File: src/rtl/signed_add_arbiter.sv
// Round-robin arbiter that shares one signed adder among NUM_REQ requesters.
// Each sum lands in a single-entry result register tagged with the winning requester ID.

module add_nbit_signed #(
    parameter int N = 9
) (
    input  logic signed [N:0]   a,
    input  logic signed [N:0]   b,
    output logic signed [N+1:0] sum
);
    // One guard bit means the sum can never overflow.
    assign sum = {a[N], a} + {b[N], b};
endmodule

module signed_add_arbiter #(
    parameter int DATA_WIDTH = 9,
    parameter int NUM_REQ    = 4,
    parameter int ID_W       = $clog2(NUM_REQ)
) (
    input  logic                            clk,
    input  logic                            rst,
    input  logic [NUM_REQ-1:0]              req_valid,
    output logic [NUM_REQ-1:0]              req_ready,
    input  logic [NUM_REQ*(DATA_WIDTH+1)-1:0] req_a,
    input  logic [NUM_REQ*(DATA_WIDTH+1)-1:0] req_b,
    output logic                            res_valid,
    input  logic                            res_ready,
    output logic [DATA_WIDTH+1:0]           res_sum,
    output logic [ID_W-1:0]                 res_id,
    output logic [15:0]                     ops_done
);
    localparam int OW = DATA_WIDTH + 1;
    localparam int SW = DATA_WIDTH + 2;

    typedef enum logic {EMPTY = 1'b0, FULL = 1'b1} state_t;

    state_t               state_reg, state_next;
    logic [ID_W-1:0]      ptr_reg, ptr_next;
    logic [ID_W-1:0]      id_reg, id_next;
    logic [SW-1:0]        sum_reg, sum_next;
    logic [15:0]          ops_reg, ops_next;
    logic [ID_W-1:0]      win;
    logic                 found;
    logic                 can_issue;
    logic                 issue;
    logic signed [OW-1:0] a_arr [NUM_REQ];
    logic signed [OW-1:0] b_arr [NUM_REQ];
    logic signed [OW-1:0] add_a, add_b;
    logic signed [SW-1:0] add_sum;

    genvar gi;
    generate
        for (gi = 0; gi < NUM_REQ; gi++) begin : g_req
            assign a_arr[gi]     = req_a[gi*OW +: OW];
            assign b_arr[gi]     = req_b[gi*OW +: OW];
            assign req_ready[gi] = issue && (win == ID_W'(gi));
        end
    endgenerate

    // Scan from ptr upwards, wrapping; first valid requester wins.
    always_comb begin
        int idx;
        logic [ID_W-1:0] idx_w;
        found = 1'b0;
        win   = '0;
        idx   = 0;
        idx_w = '0;
        for (int k = 0; k < NUM_REQ; k++) begin
            idx   = (int'(ptr_reg) + k) % NUM_REQ;
            idx_w = ID_W'(idx);
            if (!found && req_valid[idx_w]) begin
                found = 1'b1;
                win   = idx_w;
            end
        end
    end

    assign can_issue = (state_reg == EMPTY) || res_ready;
    assign issue     = found && can_issue && !rst;
    assign add_a     = a_arr[win];
    assign add_b     = b_arr[win];

    add_nbit_signed #(.N(DATA_WIDTH)) u_add (
        .a   (add_a),
        .b   (add_b),
        .sum (add_sum)
    );

    always_comb begin
        state_next = state_reg;
        ptr_next   = ptr_reg;
        id_next    = id_reg;
        sum_next   = sum_reg;
        ops_next   = ops_reg;
        if (state_reg == FULL && res_ready) begin
            ops_next   = ops_reg + 16'd1;
            state_next = EMPTY;
        end
        if (issue) begin
            state_next = FULL;
            sum_next   = add_sum;
            id_next    = win;
            ptr_next   = ID_W'((int'(win) + 1) % NUM_REQ);
        end
    end

    always_ff @(posedge clk) begin
        if (rst) begin
            state_reg <= EMPTY;
            ptr_reg   <= '0;
            id_reg    <= '0;
            sum_reg   <= '0;
            ops_reg   <= '0;
        end else begin
            state_reg <= state_next;
            ptr_reg   <= ptr_next;
            id_reg    <= id_next;
            sum_reg   <= sum_next;
            ops_reg   <= ops_next;
        end
    end

    assign res_valid = (state_reg == FULL);
    assign res_sum   = sum_reg;
    assign res_id    = id_reg;
    assign ops_done  = ops_reg;
endmodule
File: config.mk
export PLATFORM = sky130hd
export DESIGN_NAME = signed_add_arbiter
export DESIGN_NICKNAME = d
export VERILOG_FILES = /design/src/rtl/signed_add_arbiter.sv
export SDC_FILE = /design/constraint.sdc
export NUM_CORES = 1
export LEC_CHECK = 0
export BUFFER_PORTS_ARGS = -buffer_cell sky130_fd_sc_hd__buf_2
export CORE_ASPECT_RATIO = 2
export CORE_MARGIN = 3
export CORE_UTILIZATION = 47
export CTS_CLUSTER_DIAMETER = 40
export DETAILED_ROUTE_END_ITERATION = 10
export PLACE_DENSITY = 0.85
export SLEW_MARGIN = 20
export SYNTH_ARGS = -nofsm -noshare
export SYNTH_HDL_FRONTEND = slang
export SYNTH_SLANG_ARGS = --single-unit
export TNS_END_PERCENT = 10
File: constraint.sdc
create_clock -name clk -period 5.2 [get_ports clk]
set_input_delay 1.04 -clock clk [delete_from_list [all_inputs] [get_ports clk]]
set_output_delay 1.04 -clock clk [all_outputs]
set_load 0.02 [all_outputs]
# After elaboration in Yosys (flattened, before gate mapping)
# Cells that the tools add are included.
# totals
regBits	32
memories	0
mem_bits_rw	0
mem_bits_ro	0
input_bits	87
elab_cells	62
latchBits	0
# classes
bitwise_logic	2
n_reduce_logical	17
n_eq_ne	3
multipliers	0
order_cmp	5
n_div	0
shifts	0
add_sub_neg	6
mux	24
# op_table
op	count
10-bit binary-select mux with 2-bit select	2
10-bit two-way mux	4
16-bit by 1-bit adder with 16-bit output, second input constant	1
2-bit by 3-bit less-than comparator with 1-bit output, second input constant	4
10-bit by 10-bit adder with 11-bit output	1
1-bit logical AND	10
1-bit two-way mux	10
1-bit binary-select mux with 2-bit select	4
2-bit two-way mux	4
2-bit by 1-bit adder with 2-bit output, second input constant	2
2-bit adder, second input constant	2
2-bit == test, second input constant	2
1-bit zero test	4
3-bit >= comparator, second input constant	1
2-bit NOT with 3-bit output	1
2-bit by 1-bit == test with 1-bit output, second input constant	1
2-bit zero test	1
2-bit nonzero test	1
1-bit logical OR	1
1-bit NOT	1

# Depth between registers and ports, before layout
# depth
depth_word	17
depth_mapped	15

# By module
# From an unflattened synthesis, not the netlist that was laid out.
# hier_totals
hier_cells	286
area_unflattened_um2	2489.9
# modules_own_cells
module	seq_area_each_um2	instances	area_each_um2	cells_each
signed_add_arbiter	640.6	1	2042.0	230
add_nbit_signed	0.0	1	447.9	56

# Worst setup path before layout
# OpenSTA, ideal clock, no wires.
# synth_timing
kind	input port to flip-flop
from	in req_valid[2]
to	reg sum_reg[8] (netlist: res_sum[8])
setup_ns	0.062
arrival_ns	3.912
path_stages	15
t_required_ns	5.138
slack_ns	1.226
path_buffers	2
path_cell_list	nor2b_1 -> o21a_1 -> or4_1 -> buf_2 -> buf_2 -> mux2i_1 -> mux2i_1 -> ha_1 -> inv_1 -> fa_1 -> nand2b_1 -> a21oi_1 -> nor2_1 -> or4_1 -> nand3_1
# synth_via
elab_chain_cells	17
word_cells_on_any_way	32
classes_between	add/sub (1); mux (22); bitwise (1); reduce/logical (8)
# synth_lines
element	line_no	text
start: declaration	22	input logic [NUM_REQ-1:0] req_valid,
1-bit binary-select mux with 2-bit select	71	if (!found && req_valid[idx_w]) begin
1-bit two-way mux (implied by the code)	71	
1-bit two-way mux	71	
1-bit zero test	71	
1-bit logical AND	71	
1-bit two-way mux	71	
1-bit zero test	71	
1-bit logical AND	71	
1-bit two-way mux	71	
1-bit zero test	71	
1-bit logical AND	71	
2-bit two-way mux	71	
2-bit NOT with 3-bit output (implied by the code)	80, 81	
10-bit binary-select mux with 2-bit select, on equally long branches	80, 81	
10-bit two-way mux, on equally long branches (2 in a row)	80, 81	
10-bit by 10-bit adder with 11-bit output	12	assign sum = {a[N], a} + {b[N], b};
end signal: assignment	118	sum_reg <= sum_next;
end: declaration	40	logic [SW-1:0] sum_reg, sum_next;
# Several ways; a longest one is shown, not always the timed one. The select of a mux whose other input is x is not followed.
# A chain may end at the register's enable or synchronous reset.

# Worst setup path after layout
# layout_timing
from	in req_valid[2]
to	out req_ready[1]
# layout_via
word_cells_on_any_way	26
classes_between	eq/ne (1); mux (16); reduce/logical (9)
# layout_lines
element	line_no	text
1-bit binary-select mux with 2-bit select	71	
1-bit two-way mux (implied by the code)	71	
1-bit two-way mux	71	
1-bit zero test	71	
1-bit logical AND	71	
1-bit two-way mux	71	
1-bit zero test	71	
1-bit logical AND	71	
1-bit two-way mux	71	
1-bit zero test	71	
1-bit logical AND	71	
2-bit two-way mux (*)	71	
via win[0]	42	logic [ID_W-1:0] win;
2-bit by 1-bit == test with 1-bit output (*)	56	assign req_ready[gi] = issue && (win == ID_W'(gi));
1-bit logical AND (*)	56	
end: declaration	23	output logic [NUM_REQ-1:0] req_ready,
# The timed path passes the listed nets; every way through them passes the cells marked *. The select of a mux whose other input is x is not followed.

==> flow_summary_export.csv <==
group,metric,value,unit
clocking,cts_buffer_depth,2,
yosys,yosys-top-cells-area,"dfxtp_1 26%, mux2i_1 24%, ha_1 7.6%",
clocking,cts.sink_count,32,
place,io_buffers,120,
routing,drt-pass1-iter-count,4,
critical_path,path_class,"in2out",
yosys,synth_edf_count,0,
yosys,avgSynthCellArea,8.45,um2
global_route,overflow,0,
timing,finalSetupViolations,0,
critical_path,ff2ff_path_depth,13,
worst_hold_path,hold_class,"reg2reg",
timing,period_minus_slack,4.48,ns
yosys,synth_xor_area_frac,0.0604,
die,start_util,0.498,
routing,met1_length,2230,um
routing,highest_layer,"met4",
yosys,syn_nets,395,
critical_path,endpoint,"req_ready[1]",
yosys,ys_top_cells_by_count,"60 x mux2i_1, 32 x dfxtp_1, 21 x nor2_1",
power,ir_worst_vdd,0.000326,V
global_route,antenna_found_initial,0,
die,rows,36,
routing,wire_per_inst,14.7,um
place,place_congestion,1.04,
timing,whs,0.448,ns
timing,hold_viol,0,
power,leakage,0.00164,uW
critical_path,start_kind,"input port",
routing,routed_wl,6830,um
die,ioPinCount,121,
routing,wl_met2,3930,um
worst_hold_path,holdPathStages,2,
critical_path,slowest_delay,1.03,ns
timing,max_freq,223,MHz
yosys,synth.most_common_cell,"mux2i_1",
routing,drc,0,
clocking,ctsHtreeMaxLevel,2,
timing,setup_tns,0,ns
yosys,syn_inst,292,
clocking,clk_pin_slew,0.06,ns
critical_path,worstPathArrival,3.44,ns
flow_run,cap_viol_max_count,0,
final_layout,area_delta_synth_final,29.0,%
yosys,synth_top_family_by_area,"multiplexers",
critical_path,crit_cells,9,
die,dieArea,0.00620,mm2
critical_path,crit_path_cell_trace,"buf_2 -> nor2b_1 -> o21a_1 -> or4_2 -> buf_4 -> inv_1 -> ha_1 -> and2_1 -> buf_2",
global_route,grt_max_degree,27,
clocking,cts_root_buffer,"clkbuf_8",
routing,final_antenna_net_count,0,
critical_path,path_buf_inv,4,
global_route,first_global_vias,2588,
global_route,grt_pass1_wl,11100,um
critical_path,r2r-end,"res_sum[8]",
yosys,ys_async_sr_fraction,0,
yosys,synth_compound_area_frac,0.100,
clocking,cts_tree,"done",
die,die_x,57.2,um
clocking,clk_latency,0.28,ns
yosys,synth_ff_type,"dfxtp_1",
critical_path,regToRegSetupSlack,1.42,ns
yosys,synth_warnings,0,
place,placed_area,0.00309,mm2
power,cellPowerDensity,452,mW/mm2
timing,tightest_slew,0.931,ns
critical_path,worst_path_most_repeated_cell,"buf_2",
routing,viasPerCell,5.63,
final_layout,largest_reg_flops,16,
routing,dr_wl_met3,403,um
critical_path,cp-startpoint,"req_valid[2]",
final_layout,nets,509,
yosys,syn-cell-area,0.00247,mm2
yosys,synth_top_area_cell,"dfxtp_1",
routing,num_vias,2610,
final_layout,drive_gt1_frac,0.332,
critical_path,slowest_stage,"or4_2",
power,total_power,1440,uW
critical_path,cp_top_family,"simple AND/OR/NAND/NOR gates",
clocking,holdBufCountCts,0,
timing,rsz0062_at_grt,"false",
yosys,synth_mux_area_frac,0.253,
yosys,synth.top_cell.area_share,0.260,
timing,drv_slew,0,
clocking,cts_setup_buffers,0,
critical_path,path_max_fanout,25,
yosys,yosysSeqAreaShare,0.260,
yosys,synth_fa_ha_area_frac,0.0842,
place,dp.cells,456,
clocking,numCtsBuffers,5,
yosys,synth_cell_types,36,
clocking,cts_resized,0,
die,core-area,0.00495,mm2
yosys,ys_seq_elements,32,
timing,fin_skew,0.00764,ns
critical_path,cp.required,4.16,ns
timing,slew_headroom,0.379,
run_status,outcome,"completed",
final_layout,fin_area,0.00318,mm2
timing,period_share,0.862,
yosys,yosys.area_share.simple,0.200,
critical_path,r2r_start,"ptr_reg[0]",
global_route,grt_util_all_layers,0.226,
place,hpwl,5650,um
final_layout,fin_cells,464,
die,fp.dieH,108,um
routing,drt_iter0_markers,138,
critical_path,critPathCaptureType,"primary output",
final_layout,diodes,0,
==> how the worst min path moves through the flow <==
| stage | start | end | slack, ns |
|---|---|---|---|
| after floorplan | ptr_reg[1] | ptr_reg[1] | 0.47 |
| after global placement | res_sum[0] | res_sum[0] | 0.45 |
| after detailed placement | res_sum[0] | res_sum[0] | 0.44 |
| after CTS | res_sum[0] | res_sum[0] | 0.45 |
| after global routing | res_sum[0] | res_sum[0] | 0.47 |
| final | res_sum[0] | res_sum[0] | 0.45 |
==> cells by family (layout without fill, tap and decap cells) <==
group                    Yosys count  count (layout)
XOR/XNOR                          17              17
AND/OR/NAND/NOR                   99              99
AO/OA/AOI/OAI                     42              42
flip-flops                        32              32
adder cells (fa/ha/maj)           16              16
multiplexers                      62              62
buffers and inverters             24             139
==> worst register-to-register path, cell delays in order (launching register included) <==
cell	delay [ns]
dfxtp_1	0.39
nor2b_1	0.08
o21a_1	0.21
or4_2	1.03
mux2i_1	0.22
mux2i_1	0.18
ha_1	0.21
inv_1	0.06
fa_1	0.39
nand2b_1	0.17
a21oi_1	0.17
nor2_1	0.11
or4_1	0.41
nand3_1	0.09
==> layout make-up <==
class	instances	area [um2]
multi-input cells	236	1720
fillers	459	1770
clock inverters	2	10.0
repair buffers	123	623
flip-flops and latches	32	641
well taps	57	71.3
clock buffers	6	82.6
inverters	8	30.0
==> stage by stage <==
stage	setup WS, ns	util
after detailed placement	0.600	0.623
after floorplan	1.23	-
final	0.720	0.642
after global placement	0.720	0.623
after CTS	0.704	0.642
after global routing	0.589	0.642
==> placed cells by master, fill, tap and decap left out, drive strengths merged, types with 5 or more instances in the layout <==
| master | instances |
|---|---|
| mux2i | 60 |
| nand2 | 19 |
| nand4 | 5 |
| buf | 123 |
| and2 | 5 |
| dfxtp | 32 |
| a21oi | 16 |
| nor3 | 7 |
| nand3 | 20 |
| o21ai | 12 |
| inv | 8 |
| clkbuf | 6 |
| ha | 15 |
| nor2 | 21 |
| xor2 | 13 |
==> routing by layer <==
metal,GRT usage,vias to the layer above
met4,0.113,0
li1,-,1275
met5,0,-
met2,0.449,113
met1,0.201,1202
met3,0.0526,20
==> where the power goes <==
part	leakage (uW)	internal (uW)	total, uW	switching [uW]
Sequential	0.000262	291	315	24.0
Clock	0.0000510	105	194	88.5
Combinational	0.00132	390	929	539
Total	0.00164	786	1440	652
Note: power is estimated with default switching activity, not from simulation.
